`src/rtl/if_stage.sv`:
```
// Instruction-fetch stage: owns the PC, handshakes with instruction memory,
// and drives the IF/ID register. Branch/jump redirects from decode follow
// MIPS delay-slot semantics; a one-entry skid buffer absorbs a fetch that
// completes while decode is stalled so no instruction is lost or duplicated.
module if_stage #(
  parameter logic [31:0] RESET_PC = 32'h0000_0000
) (
  input  logic        clk,
  input  logic        rst,
  input  logic        stall_id_i,
  input  logic        branch_flag_i,
  input  logic [31:0] branch_target_address_i,
  input  logic        next_inst_in_delayslot_i,
  output logic        imem_req_o,
  output logic [31:0] imem_addr_o,
  input  logic        imem_ack_i,
  input  logic [31:0] imem_data_i,
  output logic [31:0] id_pc_o,
  output logic [31:0] id_inst_o,
  output logic        is_in_delayslot_o
);

  logic [31:0] pc_reg, pc_next;
  logic        buf_valid_reg, buf_valid_next;
  logic [31:0] buf_pc_reg, buf_pc_next;
  logic [31:0] buf_inst_reg, buf_inst_next;
  logic        redir_pending_reg, redir_pending_next;
  logic [31:0] redir_target_reg, redir_target_next;
  logic        ds_pending_reg, ds_pending_next;
  logic [31:0] id_pc_reg, id_pc_next;
  logic [31:0] id_inst_reg, id_inst_next;
  logic        id_ds_reg, id_ds_next;

  logic fetch_done;
  logic branch_accept;
  logic ds_flag;
  logic load_real;

  // No request while the skid buffer is full; the address is simply the PC.
  assign imem_req_o  = !rst && !buf_valid_reg;
  assign imem_addr_o = pc_reg;

  assign fetch_done    = imem_req_o && imem_ack_i;
  assign branch_accept = branch_flag_i && !stall_id_i;
  // A delay-slot marker raised this cycle applies to an instruction loaded this cycle.
  assign ds_flag       = ds_pending_reg || (next_inst_in_delayslot_i && !stall_id_i);
  assign load_real     = !stall_id_i && (buf_valid_reg || fetch_done);

  assign id_pc_o           = id_pc_reg;
  assign id_inst_o         = id_inst_reg;
  assign is_in_delayslot_o = id_ds_reg;

  // Next-state logic for PC, skid buffer, redirect, delay-slot tracking and IF/ID.
  always_comb begin
    pc_next            = pc_reg;
    buf_valid_next     = buf_valid_reg;
    buf_pc_next        = buf_pc_reg;
    buf_inst_next      = buf_inst_reg;
    redir_pending_next = redir_pending_reg;
    redir_target_next  = redir_target_reg;
    ds_pending_next    = ds_pending_reg;
    id_pc_next         = id_pc_reg;
    id_inst_next       = id_inst_reg;
    id_ds_next         = id_ds_reg;

    // IF/ID: buffered instruction first, then a completing fetch, else a bubble.
    if (!stall_id_i) begin
      if (buf_valid_reg) begin
        id_pc_next   = buf_pc_reg;
        id_inst_next = buf_inst_reg;
        id_ds_next   = ds_flag;
      end else if (fetch_done) begin
        id_pc_next   = pc_reg;
        id_inst_next = imem_data_i;
        id_ds_next   = ds_flag;
      end else begin
        id_pc_next   = 32'h0;
        id_inst_next = 32'h0;
        id_ds_next   = 1'b0;
      end
    end

    // Skid buffer catches a fetch that lands while decode is frozen.
    if (stall_id_i && fetch_done) begin
      buf_valid_next = 1'b1;
      buf_pc_next    = pc_reg;
      buf_inst_next  = imem_data_i;
    end else if (!stall_id_i) begin
      buf_valid_next = 1'b0;
    end

    // Bubbles leave the pending delay-slot marker in place for the next real instruction.
    ds_pending_next = load_real ? 1'b0 : ds_flag;

    // PC: if the delay slot is already in hand, jump now; otherwise defer
    // the redirect until the delay-slot fetch completes.
    if (branch_accept && (buf_valid_reg || fetch_done)) begin
      pc_next = branch_target_address_i;
    end else if (branch_accept) begin
      redir_pending_next = 1'b1;
      redir_target_next  = branch_target_address_i;
    end else if (fetch_done) begin
      pc_next            = redir_pending_reg ? redir_target_reg : (pc_reg + 32'd4);
      redir_pending_next = 1'b0;
    end
  end

  // State registers with synchronous active-high reset.
  always_ff @(posedge clk) begin
    if (rst) begin
      pc_reg            <= RESET_PC;
      buf_valid_reg     <= 1'b0;
      buf_pc_reg        <= 32'h0;
      buf_inst_reg      <= 32'h0;
      redir_pending_reg <= 1'b0;
      redir_target_reg  <= 32'h0;
      ds_pending_reg    <= 1'b0;
      id_pc_reg         <= 32'h0;
      id_inst_reg       <= 32'h0;
      id_ds_reg         <= 1'b0;
    end else begin
      pc_reg            <= pc_next;
      buf_valid_reg     <= buf_valid_next;
      buf_pc_reg        <= buf_pc_next;
      buf_inst_reg      <= buf_inst_next;
      redir_pending_reg <= redir_pending_next;
      redir_target_reg  <= redir_target_next;
      ds_pending_reg    <= ds_pending_next;
      id_pc_reg         <= id_pc_next;
      id_inst_reg       <= id_inst_next;
      id_ds_reg         <= id_ds_next;
    end
  end

endmodule

```
`config.mk`:
```
export PLATFORM = sky130hd
export DESIGN_NAME = if_stage
export DESIGN_NICKNAME = d
export VERILOG_FILES = /design/src/rtl/if_stage.sv
export SDC_FILE = /design/constraint.sdc
export NUM_CORES = 1
export LEC_CHECK = 0
export ABC_AREA = 1
export CAP_MARGIN = 20
export CORE_AREA = 2 2 123 137
export DETAILED_ROUTE_END_ITERATION = 10
export DIE_AREA = 0 0 125 139
export PLACE_DENSITY = 0.89
export SKIP_CTS_REPAIR_TIMING = 1
export SYNTH_ARGS = -nofsm -noshare
export SYNTH_HDL_FRONTEND = slang
export SYNTH_SLANG_ARGS = --single-unit
```
`constraint.sdc`:
```
create_clock -name clk -period 2.95 [get_ports clk]
set_input_delay 0.295 -clock clk [delete_from_list [all_inputs] [get_ports clk]]
set_output_delay 0.295 -clock clk [all_outputs]
set_load 0.005 [all_outputs]
```
==> flow_metrics.env <==
export IMPL_hpwl_microns=15540
export IMPL_synth_nets=1319
export IMPL_grt_setup_unrepaired="no"
export IMPL_clk_pin_slew_ns=0.07
export IMPL_clockBufferDepth=2
export IMPL_hp_class="in2reg"
export IMPL_crit_path_frequent_cell="nand2_4"
export IMPL_critPathCaptureType="flip-flop"
export IMPL_met2_length_microns=12000
export IMPL_cts_root_buf="clkbuf_16"
export IMPL_fmax_ghz=0.4114
export IMPL_postRouteAntennaNets=0
export IMPL_rows=49
export IMPL_synthCells=1248
export IMPL_final_common_cell="nand2_1"
export IMPL_dieArea_sq_um=17380
export IMPL_synth_top_family_by_area="simple AND/OR/NAND/NOR gates"
export IMPL_finalSetupViolCount=0
export IMPL_avgSynthCellArea_sq_um=7.082
export IMPL_seq_area_frac_synth_pct=44.39
export IMPL_grt_pass1_vias=8227
export IMPL_criticalPathCategory="reg2reg"
export IMPL_worstPathMaxFanout=31
export IMPL_startpoint_type="flip-flop"
export IMPL_wirelength_met1_microns=10550
export IMPL_fin_setup_tns_ns=0
export IMPL_wl_microns=25110
export IMPL_cts_tree="yes"
export IMPL_drt_initial_drc_count=921
export IMPL_die_width_microns=125
export IMPL_cp_num_buf_inv=2
export IMPL_synth_distinct_cells=37
export IMPL_synthAdderAreaFrac_pct=0.1416
export IMPL_layout_min_cycle_time_ns=2.431
export IMPL_vdd_ir_drop_max_v=0.0003824
export IMPL_slew_viol_final=0
export IMPL_grtUsageTotal_pct=27.93
export IMPL_clock_latency_ns=0.43
export IMPL_antenna_found_initial=0
export IMPL_grt_overflow=0
export IMPL_yosysWarnings=0
export IMPL_final_nets=1425
export IMPL_wl_met3_microns=1956
export IMPL_cp_data_required_time_ns=3.33
export IMPL_cts_buffers=17
export IMPL_grt_pass1_wl_microns=40740
export IMPL_fin_crit_sh_pct=82.40
export IMPL_gp_routability_congestion=0.8774
export IMPL_status="complete, no violations"
export IMPL_avgViaCountPerCell=5.745
export IMPL_cap_viol_max_count=0
export IMPL_crit_family="simple AND/OR/NAND/NOR gates"
export IMPL_path_cells="nor2_4 > nand2_4 > nand2_4 > nand3_4 > nand2_4 > inv_2 > nand2_1 > nand3_1 > nand2_1 > inv_1"
export IMPL_synthSimpleGateAreaFrac_pct=24.32
export IMPL_htreeDepth=4
export IMPL_syn_area_sq_um=8838
export IMPL_fin_skew_ns=0.01322
export IMPL_slowest_stage="dfxtp_2"
export IMPL_grt_max_degree=96
export IMPL_dr_pass1_iters=5
export IMPL_crit_arrival_ns=2.81
export IMPL_coreArea_sq_um=16060
export IMPL_layout_drive_gt1_share_pct=5.560
export IMPL_synth_xor_area_share_pct=0.5946
export IMPL_powerDensity_nw_per_um2=539.4
export IMPL_vias=9025
export IMPL_critPathMaxStageDelay_ns=0.63
export IMPL_diodes=0
export IMPL_die_h_microns=139
export IMPL_dr_max_layer_used="met4"
export IMPL_cts_sinks=196
export IMPL_syn2layout_area_growth_pct=25.76
export IMPL_layout_common_cells="nand2_1 (272), a21oi_1 (254), dfxtp_1 (195)"
export IMPL_synthMuxAreaShare_pct=0.1133
export IMPL_io_pins=168
export IMPL_synth_compound_area_share_pct=23.17
export IMPL_wl_per_cell_microns=15.98
export IMPL_io_buffers=167
export IMPL_drcViolationCount=0
export IMPL_worstMarginPinSlew_ns=1.062
export IMPL_r2r_slack_ns=0.52
export IMPL_holdWs_ns=0.3767
export IMPL_totalPowerFinal_mw=5.996
export IMPL_hold_viol=0
export IMPL_p_leak_nw=4.062
export IMPL_initial_core_util_pct=55.02
export IMPL_synth_seq_cells=196
export IMPL_slew_headroom_pct=29.23
==> through the flow <==
stage	utilization [%]	setup WS (ns)	instances	instance area, sq um
final	69.20	0.5191	1571	11120
after detailed placement	65.15	0.4859	1538	10470
after CTS	69.03	0.5559	1570	11090
after floorplan	-	1.432	1248	8838
after global placement	65.15	0.5478	1538	10470
after global routing	69.20	0.3754	1571	11120
==> routing by layer <==
layer	up-vias	GRT usage (%)
li1	4391	-
met1	4154	36.45
met2	431	46.40
met3	49	5.363
met4	0	9.766
met5	-	0
==> cells in the mapped netlist <==
| library cell | number | area [sq um] |
|---|---|---|
| clkbuf_2 | 1 | 5.000 |
| a21o_1 | 1 | 7.510 |
| buf_6 | 5 | 56.30 |
| clkbuf_1 | 58 | 217.7 |
| o21ai_0 | 106 | 530.5 |
| o21ai_1 | 12 | 60.06 |
| o22ai_1 | 2 | 12.51 |
| buf_2 | 26 | 130.1 |
| o31ai_1 | 1 | 7.510 |
| o21bai_1 | 9 | 67.56 |
| inv_1 | 49 | 183.9 |
| nand3_4 | 1 | 17.52 |
| nor3_1 | 2 | 10.01 |
| xor2_1 | 1 | 8.760 |
| clkinv_1 | 1 | 3.750 |
| mux2i_1 | 1 | 10.01 |
| buf_4 | 3 | 22.52 |
| a21oi_1 | 254 | 1271 |
| or2_2 | 1 | 6.260 |
| inv_2 | 5 | 18.77 |
| o21ai_2 | 1 | 8.760 |
| nor2_4 | 6 | 67.56 |
| a31oi_1 | 2 | 12.51 |
| and2_1 | 2 | 12.51 |
| buf_1 | 1 | 3.750 |
| o2111ai_1 | 2 | 17.52 |
| ha_1 | 1 | 12.51 |
| nand2_4 | 6 | 67.56 |
| nor2_1 | 86 | 322.8 |
| or2_0 | 6 | 37.54 |
| nand3_1 | 109 | 545.5 |
| dfxtp_1 | 196 | 3924 |
| nor2_2 | 6 | 37.54 |
| a22oi_1 | 4 | 30.03 |
| xnor2_1 | 5 | 43.79 |
| o211ai_1 | 3 | 22.52 |
| nand2_1 | 273 | 1025 |
==> worst register-to-register path: stages (launching register included) <==
cell and delay, ns:
dfxtp_2 0.63, nor2_4 0.10, nand2_4 0.13, nand2_4 0.09, nand3_4 0.28, nand2_4 0.28
inv_2 0.49, nand2_1 0.14, nand3_1 0.12, nand2_1 0.07, inv_1 0.05
==> worst paths after layout <==
path | cells after the start | startpoint | endpoint
max | 10 | buf_valid_reg | imem_addr_o[4]
min | 6 | rst | buf_valid_reg
max reg2reg | 10 | buf_valid_reg | imem_addr_o[4]
min reg2reg | 2 | buf_inst_reg[25] | buf_inst_reg[25]
==> report_power, final <==
part	switching (mW)	leakage (nW)	internal, mW
registers	0.0919	1.60	2.76
clock network	1.01	0.311	1.44
logic	0.380	2.15	0.317
total	1.48	4.06	4.52
==> area by class of cell <==
cell class | instances | area (sq um)
clock buffer | 19 | 442.9
clock inverter | 13 | 180.2
fill | 1290 | 4947
inverter | 55 | 207.7
multi-input combinational | 903 | 4275
sequential | 196 | 3925
tap | 204 | 255.2
timing repair buffer | 181 | 1829
==> logic make-up (layout without fill, tap and decap cells) <==
| logic type | count (synthesis) | after routing |
|---|---|---|
| adders and majority gates | 1 | 1 |
| muxes | 1 | 1 |
| and+or+nand+nor | 498 | 498 |
| xor gates and xnor gates | 6 | 6 |
| buffers and inverters | 149 | 268 |
| AOI/OAI and AO/OA | 397 | 397 |
| DFF | 196 | 196 |
No activity file was read; power rests on OpenSTA's default activity.
